[src/rtl/qb_tone_pkg.sv]
// Shared types and the note table for the multi-voice tone sequencer.
// Latency: n/a (types and pure functions only).
// Backpressure: n/a.
package qb_tone_pkg;

    localparam logic [5:0] CODE_REST = 6'd0;
    localparam logic [5:0] CODE_END  = 6'd63;

    typedef enum logic [1:0] {IDLE, LOAD, PLAY} state_t;

    // Half-period in 10 us units for codes 1..62 (code 1 = C3, semitone steps,
    // code 22 = A4 = 114). Octave-3 base values are held at 32x resolution and
    // divided down per octave with rounding. Rest/END/unused codes give 0.
    function automatic logic [11:0] note_hp(input logic [5:0] code);
        logic [13:0] base;
        logic [5:0]  idx;
        logic [2:0]  oct;
        logic [3:0]  semi;
        logic [19:0] scaled;
        base    = 14'd0;
        idx     = 6'd0;
        oct     = 3'd0;
        semi    = 4'd0;
        scaled  = 20'd0;
        note_hp = 12'd0;
        if (code != CODE_REST && code != CODE_END) begin
            idx  = code - 6'd1;
            oct  = (idx >= 6'd60) ? 3'd5 : (idx >= 6'd48) ? 3'd4 :
                   (idx >= 6'd36) ? 3'd3 : (idx >= 6'd24) ? 3'd2 :
                   (idx >= 6'd12) ? 3'd1 : 3'd0;
            semi = 4'(idx - 6'(oct) * 6'd12);
            case (semi)
                4'd0:    base = 14'd12231;  // C
                4'd1:    base = 14'd11545;  // C#
                4'd2:    base = 14'd10897;  // D
                4'd3:    base = 14'd10285;  // D#
                4'd4:    base = 14'd9708;   // E
                4'd5:    base = 14'd9163;   // F
                4'd6:    base = 14'd8649;   // F#
                4'd7:    base = 14'd8163;   // G
                4'd8:    base = 14'd7705;   // G#
                4'd9:    base = 14'd7273;   // A
                4'd10:   base = 14'd6865;   // A#
                4'd11:   base = 14'd6479;   // B
                default: base = 14'd0;
            endcase
            scaled  = {6'd0, base} + (20'd16 << oct);
            note_hp = 12'(scaled >> (4'd5 + 4'(oct)));
        end
    endfunction

endpackage

[src/rtl/qb_tone_gen.sv]
// One square-wave voice: half-period counter toggling sq on 10 us ticks.
// Latency: note latched on the edge leaving LOAD; first rising edge HP ticks later.
// Backpressure: none; load/tick/silence are acted on every cycle.
module qb_tone_gen
    import qb_tone_pkg::*;
(
    input  logic       clk,
    input  logic       rst_n,
    input  logic       load,
    input  logic [5:0] code,
    input  logic       tick,
    input  logic       silence,
    output logic       sq
);

    logic [11:0] hp_q;
    logic [11:0] cnt_q;
    logic [11:0] hp_new;

    assign hp_new = note_hp(code);

    // Silence dominates; a load restarts the phase low; otherwise count down
    // and toggle on underflow. A zero half-period (rest/END) holds everything at 0.
    always_ff @(posedge clk or negedge rst_n) begin
        if (!rst_n) begin
            hp_q  <= '0;
            cnt_q <= '0;
            sq    <= 1'b0;
        end else if (silence) begin
            hp_q  <= '0;
            cnt_q <= '0;
            sq    <= 1'b0;
        end else if (load) begin
            hp_q  <= hp_new;
            cnt_q <= (hp_new == 12'd0) ? 12'd0 : hp_new - 12'd1;
            sq    <= 1'b0;
        end else if (tick && hp_q != 12'd0) begin
            if (cnt_q == 12'd0) begin
                cnt_q <= hp_q - 12'd1;
                sq    <= ~sq;
            end else begin
                cnt_q <= cnt_q - 12'd1;
            end
        end
    end

endmodule

[src/rtl/qb_tone_sequencer.sv]
// N-channel pattern tone sequencer with delta-sigma mix to a 1-bit speaker pair.
// Latency: start -> LOAD next cycle, PLAY the one after; led/playing lag state by 1 cycle.
// Backpressure: none; control pulses and RAM writes are accepted every cycle.
module qb_tone_sequencer
    import qb_tone_pkg::*;
#(
    parameter int N_CH            = 2,
    parameter int DEPTH           = 16,
    parameter int TICKS_PER_MILLI = 100,
    localparam int CW = (N_CH > 1) ? $clog2(N_CH) : 1,
    localparam int AW = $clog2(DEPTH)
) (
    input  logic          clk,
    input  logic          rst_n,
    input  logic          start,
    input  logic          stop,
    input  logic          loop_en,
    input  logic [7:0]    tempo_ms,
    input  logic          wr_en,
    input  logic [CW-1:0] wr_ch,
    input  logic [AW-1:0] wr_addr,
    input  logic [5:0]    wr_data,
    output logic          sound,
    output logic          sound_n,
    output logic [7:0]    led,
    output logic          playing
);

    localparam int DIV   = TICKS_PER_MILLI / 100;
    localparam int PW    = (DIV > 1) ? $clog2(DIV) : 1;
    localparam int ACC_W = $clog2(2 * N_CH) + 1;

    state_t            state_q, state_d;
    logic [AW-1:0]     step_q, step_d;
    logic [PW-1:0]     pre_q;
    logic [6:0]        ms_pre_q;
    logic              tone_tick, ms_tick;
    logic [7:0]        tempo_q, ms_cnt_q;
    logic              end_q, any_end, expire, silence;
    logic [5:0]        ram_q [N_CH][DEPTH];
    logic [5:0]        rd_code [N_CH];
    logic [N_CH-1:0]   sq;
    logic [ACC_W-1:0]  acc_q, k, acc_sum;

    // Free-running 10 us and 1 ms tick generators; never paused by start/stop.
    always_ff @(posedge clk or negedge rst_n) begin
        if (!rst_n) begin
            pre_q    <= '0;
            ms_pre_q <= '0;
        end else begin
            pre_q <= tone_tick ? '0 : pre_q + 1'b1;
            if (tone_tick) ms_pre_q <= (ms_pre_q == 7'd99) ? 7'd0 : ms_pre_q + 7'd1;
        end
    end

    assign tone_tick = (pre_q == PW'(DIV - 1));
    assign ms_tick   = tone_tick && (ms_pre_q == 7'd99);

    // Pattern RAM write port; contents deliberately survive reset.
    always_ff @(posedge clk) begin
        if (wr_en && 32'(wr_ch) < N_CH) ram_q[wr_ch][wr_addr] <= wr_data;
    end

    // Asynchronous read of the current step; a same-edge write is seen only afterwards.
    always_comb begin
        any_end = 1'b0;
        for (int c = 0; c < N_CH; c++) begin
            rd_code[c] = ram_q[c][step_q];
            if (rd_code[c] == CODE_END) any_end = 1'b1;
        end
    end

    assign expire  = ms_tick && (ms_cnt_q == tempo_q - 8'd1);
    assign silence = (state_d == IDLE);

    // FSM state and step registers.
    always_ff @(posedge clk or negedge rst_n) begin
        if (!rst_n) begin
            state_q <= IDLE;
            step_q  <= '0;
        end else begin
            state_q <= state_d;
            step_q  <= step_d;
        end
    end

    // Next state: stop beats start, start restarts from step 0 in any state.
    always_comb begin
        state_d = state_q;
        step_d  = step_q;
        if (stop) begin
            state_d = IDLE;
            step_d  = '0;
        end else if (start) begin
            state_d = LOAD;
            step_d  = '0;
        end else begin
            case (state_q)
                IDLE: state_d = IDLE;
                LOAD: state_d = PLAY;
                PLAY: begin
                    if (expire) begin
                        if (step_q == AW'(DEPTH - 1) || end_q) begin
                            step_d  = '0;
                            state_d = loop_en ? LOAD : IDLE;
                        end else begin
                            step_d  = step_q + 1'b1;
                            state_d = LOAD;
                        end
                    end
                end
                default: state_d = IDLE;
            endcase
        end
    end

    // Step timing: tempo and END flag captured in LOAD, ms ticks counted in PLAY.
    always_ff @(posedge clk or negedge rst_n) begin
        if (!rst_n) begin
            tempo_q  <= 8'd1;
            ms_cnt_q <= '0;
            end_q    <= 1'b0;
        end else if (state_q == LOAD) begin
            tempo_q  <= (tempo_ms == 8'd0) ? 8'd1 : tempo_ms;
            ms_cnt_q <= '0;
            end_q    <= any_end;
        end else if (state_q == PLAY && ms_tick) begin
            ms_cnt_q <= ms_cnt_q + 8'd1;
        end
    end

    for (genvar c = 0; c < N_CH; c++) begin : g_ch
        qb_tone_gen u_gen (
            .clk     (clk),
            .rst_n   (rst_n),
            .load    (state_q == LOAD),
            .code    (rd_code[c]),
            .tick    (tone_tick && state_q == PLAY),
            .silence (silence),
            .sq      (sq[c])
        );
    end

    // Number of voices currently high.
    always_comb begin
        k = '0;
        for (int c = 0; c < N_CH; c++) k = k + ACC_W'(sq[c]);
    end

    assign acc_sum = acc_q + k;

    // First-order delta-sigma: emit 1 whenever the accumulator reaches N_CH.
    always_ff @(posedge clk or negedge rst_n) begin
        if (!rst_n) begin
            acc_q <= '0;
            sound <= 1'b0;
        end else if (silence) begin
            acc_q <= '0;
            sound <= 1'b0;
        end else if (acc_sum >= ACC_W'(N_CH)) begin
            acc_q <= acc_sum - ACC_W'(N_CH);
            sound <= 1'b1;
        end else begin
            acc_q <= acc_sum;
            sound <= 1'b0;
        end
    end

    assign sound_n = ~sound;

    // Status outputs follow the FSM one cycle later.
    always_ff @(posedge clk or negedge rst_n) begin
        if (!rst_n) begin
            playing <= 1'b0;
            led     <= '0;
        end else begin
            playing <= (state_q != IDLE);
            led     <= {state_q != IDLE, 7'(step_q)};
        end
    end

endmodule
[config.mk]
export PLATFORM = sky130hd
export DESIGN_NAME = qb_tone_sequencer
export DESIGN_NICKNAME = d
export VERILOG_FILES = /design/src/rtl/qb_tone_pkg.sv /design/src/rtl/qb_tone_gen.sv /design/src/rtl/qb_tone_sequencer.sv
export SDC_FILE = /design/constraint.sdc
export NUM_CORES = 1
export LEC_CHECK = 0
export CAP_MARGIN = 20
export CORE_ASPECT_RATIO = 0.5
export CORE_MARGIN = 3
export CORE_UTILIZATION = 25
export CTS_BUF_LIST = sky130_fd_sc_hd__clkbuf_4
export DETAILED_ROUTE_END_ITERATION = 6
export GPL_TIMING_DRIVEN = 0
export PLACE_DENSITY = 0.45
export SYNTH_ARGS = -nofsm -noshare
export SYNTH_HDL_FRONTEND = slang
export SYNTH_SLANG_ARGS = --single-unit
[constraint.sdc]
create_clock -name clk -period 8.05 [get_ports clk]
set_input_delay 1.2075 -clock clk [delete_from_list [all_inputs] [get_ports clk]]
set_output_delay 1.2075 -clock clk [all_outputs]
set_load 0.01 [all_outputs]
Word level (Yosys, flattened, before mapping):

Memory sizes are Yosys's and may differ from the RTL's.
Index checks and enable logic that the tools add are counted.

* add/sub/neg operators: 22
* multipliers: 2
* $lt $le $gt $ge: 14
* eq/ne operators: 9
* shift-type cells: 4
* mux-type cells: 68
* bitwise gates (word level): 6
* reduce and logical (&&, ||, !) cells: 32

Operators by type and width (count)
* $mux 12: 16
* $mux 96: 1
* $sub 12x1->12 const B: 6
* $bmux 6 s4: 2
* $logic_not 12->1: 4
* $add 14x20->20: 2
* $shl 5x3->20 const A: 2
* $shr 20x4->12: 2
* $ge 6x6->1 const B: 6
* $mux 3: 10
* $mux 6: 5
* $mux 14: 2
* $demux 6 s4: 1
* $mux 8: 3
* $reduce_bool 12->1: 2
* $mux 4: 5
* $mux 1: 18
* $reduce_bool 3->1: 6
* $eq 6x6->1 const B: 2
* $ge 6x4->1 const B: 2
* $ge 6x5->1 const B: 2
* $ne 6x6->1 const B: 2
* $reduce_bool 6->1: 2
* $sub 6x1->6 const B: 2
* other kinds (30): 52

* bits in registers: 91
* memory bits (writable): 192
* bits in read-only memories: 448
* input bits: 25
* memories: 3

Memory list
* (name not given): words 16, bits a word 14, rd ports 1, clocked after memory_dff 0, wr ports 0, line qb_tone_pkg.sv:32 `case (semi)`
* (name not given): words 16, bits a word 14, rd ports 1, clocked after memory_dff 0, wr ports 0, line qb_tone_pkg.sv:32
* ram_q: words 2, bits a word 96, rd ports 2, clocked after memory_dff 0, wr ports 1, line qb_tone_sequencer.sv:40 `logic [5:0] ram_q [N_CH][DEPTH];`

Longest topological paths before layout:

Gate-level depths: netlist (run 1).
An unclocked memory read counts as a cell.

* depth in word-level cells: 22
* depth in mapped cells: 37

By module:

Synthesis (run 1) repeated with hierarchy kept, for this count alone.

* cells, all modules: 1446
* area, all modules: 16384.5 µm²

By module, submodules not included
* qb_tone_sequencer: times used 1, cells an instance 556, area each 9658.0 µm², sequential area each 6742.7 µm²
* qb_tone_gen: times used 2, cells an instance 445, area each 3363.2 µm², sequential area each 575.6 µm²

Worst setup path before layout (run 1):

Ideal clock, no wire load.

* path kind: flip-flop to flip-flop
* start point: register step_q[0]
* end point: register g_ch[0].u_gen.cnt_q[9]
* arrival time: 7.962 ns
* required time: 7.980 ns
* path slack: 0.018 ns
* cell stages (with the launch flop): 35
* path buffers: 6
* period minus slack after synthesis: 8.032 ns
* cell sequence: dfrtp_1 > buf_6 > buf_12 > buf_12 > mux4_2 > mux4_2 > clkinv_2 > ha_1 > clkbuf_1 > nor2b_1 > clkbuf_1 > xnor2_1 > o21a_1 > o211ai_1 > clkbuf_1 > inv_1 > ha_1 > xnor2_1 > xnor3_2 > xnor2_1 > ha_1 > nor2b_1 > o21ai_0 > a21boi_0 > o21ai_0 > a21oi_1 > o21a_1 > or3_4 > and2_4 > a221o_1 > nor4_2 > or4_4 > nor2_2 > a211o_1 > nand3_1

* longest elaborated chain between the ends: 22
* elaborated cells on any way between the ends: 41
* classes of those cells: add/sub: 5; mul: 1; order compare: 5; eq/ne: 2; shift: 2; mux: 18; bitwise: 1; reduce/logical: 6; memory: 1

Ends and longest elaborated chain
* start: declaration: line qb_tone_sequencer.sv:34 `logic [AW-1:0] step_q, step_d;`
* start signal: assignment: line qb_tone_sequencer.sv:83 `step_q <= step_d;`
* $not 4->5 (not written as such): line qb_tone_sequencer.sv:68 `rd_code[c] = ram_q[c][step_q];`
* $bmux 6 s4: line qb_tone_sequencer.sv:68
* $mux 6 (not written as such) (2 in series): line qb_tone_sequencer.sv:68
* $sub 6x1->6: line qb_tone_pkg.sv:27 `idx = code - 6'd1;`
* $ge 6x4->1: line qb_tone_pkg.sv:30 `(idx >= 6'd12) ? 3'd1 : 3'd0;`
* $mux 1: line qb_tone_pkg.sv:30
* $mux 3 (2 in series): line qb_tone_pkg.sv:29 `(idx >= 6'd36) ? 3'd3 : (idx >= 6'd24) ? 3'd2 :`
* $mux 3 (2 in series): line qb_tone_pkg.sv:28 `oct = (idx >= 6'd60) ? 3'd5 : (idx >= 6'd48) ? 3'd4 :`
* (+3 left out)
* $mux 14: line qb_tone_pkg.sv:26 `if (code != CODE_REST && code != CODE_END) begin`
* $add 14x20->20: line qb_tone_pkg.sv:47 `scaled = {6'd0, base} + (20'd16 << oct);`
* $shr 20x4->12: line qb_tone_pkg.sv:48 `note_hp = 12'(scaled >> (4'd5 + 4'(oct)));`
* $mux 12: line qb_tone_pkg.sv:26
* $sub 12x1->12 or $logic_not 12->1 (tied branches): line qb_tone_gen.sv:35 `cnt_q <= (hp_new == 12'd0) ? 12'd0 : hp_new - 12'd1;`
* $mux 12: line qb_tone_gen.sv:35
* $mux 12: line qb_tone_gen.sv:33 `end else if (load) begin`
* $mux 12: line qb_tone_gen.sv:29 `end else if (silence) begin`
* end signal: assignment: line qb_tone_gen.sv:35
* end signal: assignment: line qb_tone_gen.sv:39 `cnt_q <= hp_q - 12'd1;`
* end signal: assignment: line qb_tone_gen.sv:42 `cnt_q <= cnt_q - 12'd1;`
* end: declaration: line qb_tone_gen.sv:17 `logic [11:0] cnt_q;`

Parallel ways exist; a longest one is shown, timed or not. The select of a mux whose other input is x is not followed.
A chain may end at the register's enable or synchronous reset.

Worst setup path after layout (run 1):

* start point: register step_q[1]
* end point: register g_ch[1].u_gen.cnt_q[8]

* longest elaborated chain between the ends: 22
* elaborated cells on any way between the ends: 41
* classes of those cells: add/sub: 5; mul: 1; order compare: 5; eq/ne: 2; shift: 2; mux: 18; bitwise: 1; reduce/logical: 6; memory: 1

Ends and longest elaborated chain (line)
* $not 4->5 (not written as such): qb_tone_sequencer.sv:68
* $bmux 6 s4: qb_tone_sequencer.sv:68
* $mux 6 (not written as such) (2 in series): qb_tone_sequencer.sv:68
* $sub 6x1->6: qb_tone_pkg.sv:27
* $ge 6x4->1: qb_tone_pkg.sv:30
* $mux 1: qb_tone_pkg.sv:30
* $mux 3 (2 in series): qb_tone_pkg.sv:29
* $mux 3 (2 in series): qb_tone_pkg.sv:28
* (+3 left out)
* $mux 14: qb_tone_pkg.sv:26
* $add 14x20->20: qb_tone_pkg.sv:47
* $shr 20x4->12: qb_tone_pkg.sv:48
* $mux 12: qb_tone_pkg.sv:26
* $sub 12x1->12 or $logic_not 12->1 (tied branches): qb_tone_gen.sv:35
* $mux 12: qb_tone_gen.sv:35
* $mux 12: qb_tone_gen.sv:33
* $mux 12: qb_tone_gen.sv:29
* end signal: assignment: qb_tone_gen.sv:35
* end signal: assignment: qb_tone_gen.sv:39
* end signal: assignment: qb_tone_gen.sv:42
* end: declaration: qb_tone_gen.sv:17

Parallel ways exist; a longest one is shown, timed or not. The select of a mux whose other input is x is not followed.

==> results of run 1 <==
layer usage:
layer,global-route usage (%),part of all wire (%)
met1,18.8,48
met2,21.8,46
met3,2.51,4.0
met4,4.41,2.2
met5,0,0
worst max-delay path, delay by kind of cell (launching register included):
| kind | cells | cell delay, ns |
|---|---|---|
| mux | 2 | 0.69 |
| flops | 1 | 0.58 |
| buf+inv | 7 | 1.45 |
| simple gates | 9 | 1.39 |
| fa+ha+maj | 2 | 0.64 |
| xor+xnor | 4 | 0.90 |
| compound gates | 8 | 1.84 |
power groups by stage:
stage	clock, uW	combinational, uW	sequential [uW]
after CTS	1270	368	1570
after global placement	0	338	1600
after global routing	1350	428	1570
final	1220	388	1570
after detailed placement	0	347	1600
after floorplan	0	224	1590
logic make-up after synthesis:
logic type	count (synthesis)	share of synthesized area [%]
AO/OA/AOI/OAI	329	14.2
XOR/XNOR	62	3.73
adder cells (fa/ha/maj)	57	4.67
buffers and inverters	110	3.39
flip-flops	277	50.1
multiplexers	99	9.27
other	1	0.0238
AND/OR/NAND/NOR	462	14.6
cell usage in the layout (no fill, tap or decap), types with 23 or more instances in the layout:
cell,instances
dfrtp_1,83
o21ai_0,59
mux4_2,35
xor2_1,23
nor2_1,135
mux2i_1,49
edfxtp_1,192
clkdlybuf4s50_1,31
clkbuf_4,110
inv_1,44
buf_4,71
a21oi_1,67
ha_1,48
nand3_1,40
xnor2_1,32
nand2_1,97
nor3_1,37
layout make-up:
class	count	area (um2)
repair buffers	97	926
well taps	825	1030
clock buffers	104	781
inverters	47	183
fillers	6271	42600
diodes	1	2.50
clock inverters	14	105
flip-flops and latches	277	7900
multi-input cells	1012	7830
plain buffers	62	430
through the flow:
step,power [uW],std cells,setup slack (ns),TNS (ns)
final,3180,2439,0.385,0
after global routing,3350,2439,-0.0446,-0.226
after CTS,3200,2414,0.0114,0
after detailed placement,1940,2262,-2.37,-82.94
after global placement,1930,2256,-2.36,-84.35
after floorplan,1810,1399,0.0176,0
sequential cells by signal (all words and copies together), names as in the netlist:
register / cells
ram_q: 192
g_ch.u_gen.cnt_q: 24
g_ch.u_gen.hp_q: 20
ms_cnt_q: 8
tempo_q: 8
ms_pre_q: 7
led: 5
step_q: 4
acc_q: 3
g_ch.u_gen.sq: 2
state_q: 2
end_q: 1
sound: 1
repair_timing:
action	in CTS	in global routing
hold buffers	0	0
setup buffers	35	24
pin swaps	16	25
endpoints found under the hold margin	0	0
gates resized for setup	77	66
endpoints found under the setup margin	44	38
how the worst max path moves through the flow:
stage / from / end / slack, ns / cells past startpoint
floorplan: step_q[0] / g_ch[0].u_gen.cnt_q[9] / 0.02 / 34
finish: step_q[1] / g_ch[1].u_gen.cnt_q[8] / 0.39 / 32
CTS: step_q[0] / g_ch[1].u_gen.cnt_q[6] / 0.01 / 35
detailed placement: step_q[1] / g_ch[0].u_gen.cnt_q[9] / -2.37 / 34
global route: step_q[0] / g_ch[0].u_gen.cnt_q[1] / -0.04 / 37
global placement: step_q[1] / g_ch[1].u_gen.cnt_q[6] / -2.36 / 31
==> impl_metrics.json, run 1 <==
{
  "slew_headroom_pct": 28.2,
  "die_w_um": 361,
  "skew_ns": 0.0395,
  "ys_ff_latch": 277,
  "pin_count": 36,
  "design_area_um2": 19200,
  "rows": 64,
  "min_from": "step_q[3]",
  "htreeDepth": 3,
  "drive_above_1_share_pct": 22.4,
  "hold_viol_final": 0,
  "whs_path_depth": 0,
  "core-area_um2": 61700,
  "critPathMaxStageDelay_ns": 0.58,
  "reg2reg_from": "step_q[1]",
  "drc": 0,
  "p_clk_share_pct": 38.5,
  "yosys_warnings": 0,
  "synth_cells": 1397,
  "r2r_slack_ns": 0.39,
  "ys_types": 94,
  "path_clk_slew_ns": 0.06,
  "cts_tree": "yes",
  "leakage_uw": 0.00691,
  "port_buffers": 32,
  "critPathLaunchType": "flop",
  "async_flop_share_pct": 30.7,
  "areaGrowthSynthToFinish_pct": 21.9,
  "worstPathArrival_ns": 8.28,
  "holdWs_ns": 0.391,
  "ys_top_cells_by_area": "edfxtp_1 (37%), dfrtp_1 (13%), mux4_2 (5.0%), ha_1 (4.3%), mux2i_1 (3.4%)",
  "setup_viol": 0,
  "ff2ff_path_depth": 32,
  "yosys-top-cells-count": "edfxtp_1 (192), nor2_1 (140), nand2_1 (99)",
  "final_nets": 1653,
  "maxSlewViolCount": 0,
  "synth_area_um2": 15700,
  "post-route-util_pct": 31.1,
  "cts_root_buf": "clkbuf_4",
  "maxCapViolations": 0,
  "cts_sinks": 277,
  "switching_share_pct": 26.7,
  "clock_latency_ns": 0.76,
  "place_congestion": 0.861,
  "ant_nets": 0,
  "synth.most_common_cell": "edfxtp_1",
  "drtIter0Drc": 907,
  "syn_avg_cell_area_um2": 11.3,
  "power_density_nw_per_um2": 166,
  "worst_r2r_endpoint": "g_ch[1].u_gen.cnt_q[8]",
  "pwr-share-seq_pct": 49.3,
  "cts_buffers": 74,
  "p_int_uw": 2330,
  "grt_antenna_before_repair": 1,
  "worst_hold_path.endpoint": "led[3]",
  "via_count": 12000,
  "grt_max_degree": 56,
  "via_per_inst": 4.94,
  "hpwl_mm": 32.2,
  "comb_power_share_pct": 12.2,
  "gr-total-overflow": 0,
  "grt_pass1_wl_mm": 70.1,
  "yosysSeqAreaShare_pct": 50.1,
  "p_switching_uw": 848,
  "clockBufferDepth": 3,
  "grt_pass1_vias": 11800,
  "peakVddDrop_mv": 0.0710,
  "required_ns": 8.66,
  "worstSetupPathType": "reg2reg",
  "wirelength_mm": 45.7,
  "min_period_ns": 7.66,
  "fmax_mhz": 130,
  "die_y_um": 183,
  "wl_per_cell_um": 18.7,
  "end_kind": "flop",
  "crit_top_cell": "buf_4",
  "cp_max_fo": 12,
  "grt_use_total_pct": 13.7,
  "hold_path_class": "reg2reg",
  "synth.largest_area_cell": "edfxtp_1",
  "fp.dieArea_um2": 66200,
  "worstMarginPinSlew_ns": 1.07,
  "placed_area_um2": 17300,
  "slowest_stage": "dfrtp_4",
  "status": "finished clean",
  "start_util_pct": 25.5,
  "synth_edf_count": 192,
  "period_share_pct": 95.2,
  "synth_top_area_share_pct": 36.6,
  "ys.flop_type": "edfxtp_1",
  "drtPass1Iterations": 5
}
Power figures use the tool's default switching activity.
==> run 2, diff against run 1 <==
--- a/config.mk
+++ b/config.mk
@@ -5,14 +5,16 @@
 export SDC_FILE = /design/constraint.sdc
 export NUM_CORES = 1
 export LEC_CHECK = 0
+export ABC_CLOCK_PERIOD_IN_PS = 8050
 export CAP_MARGIN = 20
 export CORE_ASPECT_RATIO = 0.5
 export CORE_MARGIN = 3
-export CORE_UTILIZATION = 25
+export CORE_UTILIZATION = 30
 export CTS_BUF_LIST = sky130_fd_sc_hd__clkbuf_4
+export CTS_CLUSTER_DIAMETER = 150
 export DETAILED_ROUTE_END_ITERATION = 6
 export GPL_TIMING_DRIVEN = 0
-export PLACE_DENSITY = 0.45
+export PLACE_DENSITY = 0.51
 export SYNTH_ARGS = -nofsm -noshare
 export SYNTH_HDL_FRONTEND = slang
 export SYNTH_SLANG_ARGS = --single-unit
==> run 2 against run 1 <==
- power shrank 1.6%
- design area shrank 1.0%
- register-to-register slack lost 0.03 ns
- worst setup slack lost 0.034 ns
- maximum frequency shrank 0.45%
- highest routed layer is now met5
==> impl_metrics.json, run 2 (synthesis gave the netlist of run 1 again) <==
{
  "status": "finished clean",
  "drtIter0Drc": 921,
  "worstPathArrival_ns": 8.29,
  "pin_count": 36,
  "cts_root_buf": "clkbuf_4",
  "holdWs_ns": 0.356,
  "top_regs": "ram_q x192, g_ch.u_gen.cnt_q x24, g_ch.u_gen.hp_q x20",
  "slew_headroom_pct": 29.7,
  "start_util_pct": 30.9,
  "cts_sinks": 277,
  "end_kind": "flop",
  "drive_above_1_share_pct": 22.1,
  "setup_slack_ns": 0.351,
  "hold_buffers": 0,
  "clock_latency_ns": 0.77,
  "hold_path_class": "in2async",
  "hold_viol_final": 0,
  "leakage_uw": 0.00690,
  "gr-total-overflow": 0,
  "crit_top_cell": "buf_4",
  "min_period_ns": 7.70,
  "rsz0062_at_grt": "true",
  "place_congestion": 0.863,
  "via_per_inst": 5.20,
  "hpwl_mm": 30.8,
  "required_ns": 8.64,
  "maxCapViolations": 0,
  "period_share_pct": 95.6,
  "die_w_um": 330,
  "regMostFlops": "ram_q",
  "cts_buffers": 72,
  "seqCellArea_um2": 7900,
  "filler_cell_count": 5009,
  "grt_pass1_wl_mm": 68.4,
  "path_clk_slew_ns": 0.07,
  "worstMarginPinSlew_ns": 1.05,
  "pre_cts_ws_ns": -2.31,
  "worstSetupPathType": "reg2reg",
  "multi_input_area_um2": 7840,
  "setup_viol": 0,
  "clockBufferDepth": 3,
  "grt_max_degree": 68,
  "via_count": 12000,
  "cts_tree": "yes",
  "final_common_cell": "edfxtp_1",
  "ant_nets": 0,
  "maxSlewViolCount": 0,
  "slowest_stage": "or4_1",
  "power_density_nw_per_um2": 165,
  "port_buffers": 32,
  "htreeDepth": 3,
  "critPathMaxStageDelay_ns": 0.49,
  "cp_max_fo": 11,
  "grt_pass1_vias": 11700,
  "fp.dieArea_um2": 55400,
  "core-area_um2": 51000,
  "drtPass1Iterations": 5,
  "fmax_mhz": 130,
  "largest_reg_flops": 192,
  "wl_per_cell_um": 19.2,
  "skew_ns": 0.0468,
  "wirelength_mm": 44.2,
  "areaGrowthSynthToFinish_pct": 20.6,
  "rows": 58,
  "grt_antenna_before_repair": 2,
  "mostFrequentLayoutCells": "edfxtp_1 (192), nor2_1 (134), nand2_1 (98)",
  "p_total_uw": 3130,
  "die_y_um": 168,
  "final_nets": 1652,
  "drc": 0,
  "critPathLaunchType": "flop",
  "grt_use_total_pct": 15.9,
  "peakVddDrop_mv": 0.0627
}
==> run 2: worst paths after layout <==
path / startpoint / end / slack (ns) / cells after the start
setup / recovery: step_q[0] / g_ch[1].u_gen.cnt_q[6] / 0.35 / 37
hold / removal: rst_n / ms_cnt_q[0] / 0.36 / 1
setup reg to reg: step_q[0] / g_ch[1].u_gen.cnt_q[6] / 0.35 / 37
hold reg to reg: step_q[2] / led[2] / 0.39 / 0
max in group asynchronous: rst_n / step_q[1] / 7.04 / 2
min in group clk: step_q[2] / led[2] / 0.39 / 0
==> run 2: layer usage <==
metal / GRT usage, % / share of wire, % / vias to the layer above
li1: - / - / 5688
met1: 22.5 / 48 / 5957
met2: 24.7 / 46 / 274
met3: 2.99 / 4.1 / 69
met4: 4.54 / 1.8 / 2
met5: 0 / 0.029 / -
==> run 2: critical path: cells and delay by family, from the launching register on <==
family | cells | cell delay [ns]
compound gates | 10 | 1.75
xor+xnor | 3 | 0.67
fa+ha+maj | 2 | 0.64
buf+inv | 10 | 1.70
flops | 1 | 0.40
mux | 1 | 0.28
simple gates | 11 | 2.04
==> run 2: where the power goes <==
part           internal (uW)  switching [uW]  total (uW)
clock                    558             622        1180
combinational            150             232         382
sequential              1550            14.9        1570
total                   2260             869        3130
==> run 2: repair_timing <==
item,in CTS,in global routing
pin swaps,15,27
cloned,0,0
gates resized for setup,70,76
endpoints found under the setup margin,44,34
setup buffers,28,34
==> run 2: layout make-up <==
cell class / instances / share of cell area [%]
Buffer: 60 / 2.25
Clock inverter: 22 / 0.646
Clock buffer: 95 / 3.76
Multi-Input combinational cell: 1012 / 41.3
Sequential cell: 277 / 41.6
Tap cell: 690 / 4.55
Timing Repair Buffer: 100 / 4.93
Antenna cell: 1 / 0.0132
Inverter: 47 / 0.962
==> run 2: through the flow <==
| stage | TNS [ns] | utilization (%) | instance area, um2 | cells |
|---|---|---|---|---|
| 2_1_floorplan | 0 | - | 15800 | 1399 |
| 3_3_place_gp | -75.56 | 33.2 | 16900 | 2121 |
| 3_5_place_dp | -77.19 | 33.5 | 17100 | 2127 |
| 4_1_cts | 0 | 36.2 | 18400 | 2270 |
| 5_1_grt | -0.123 | 37.2 | 19000 | 2304 |
| 6_report | 0 | 37.2 | 19000 | 2304 |
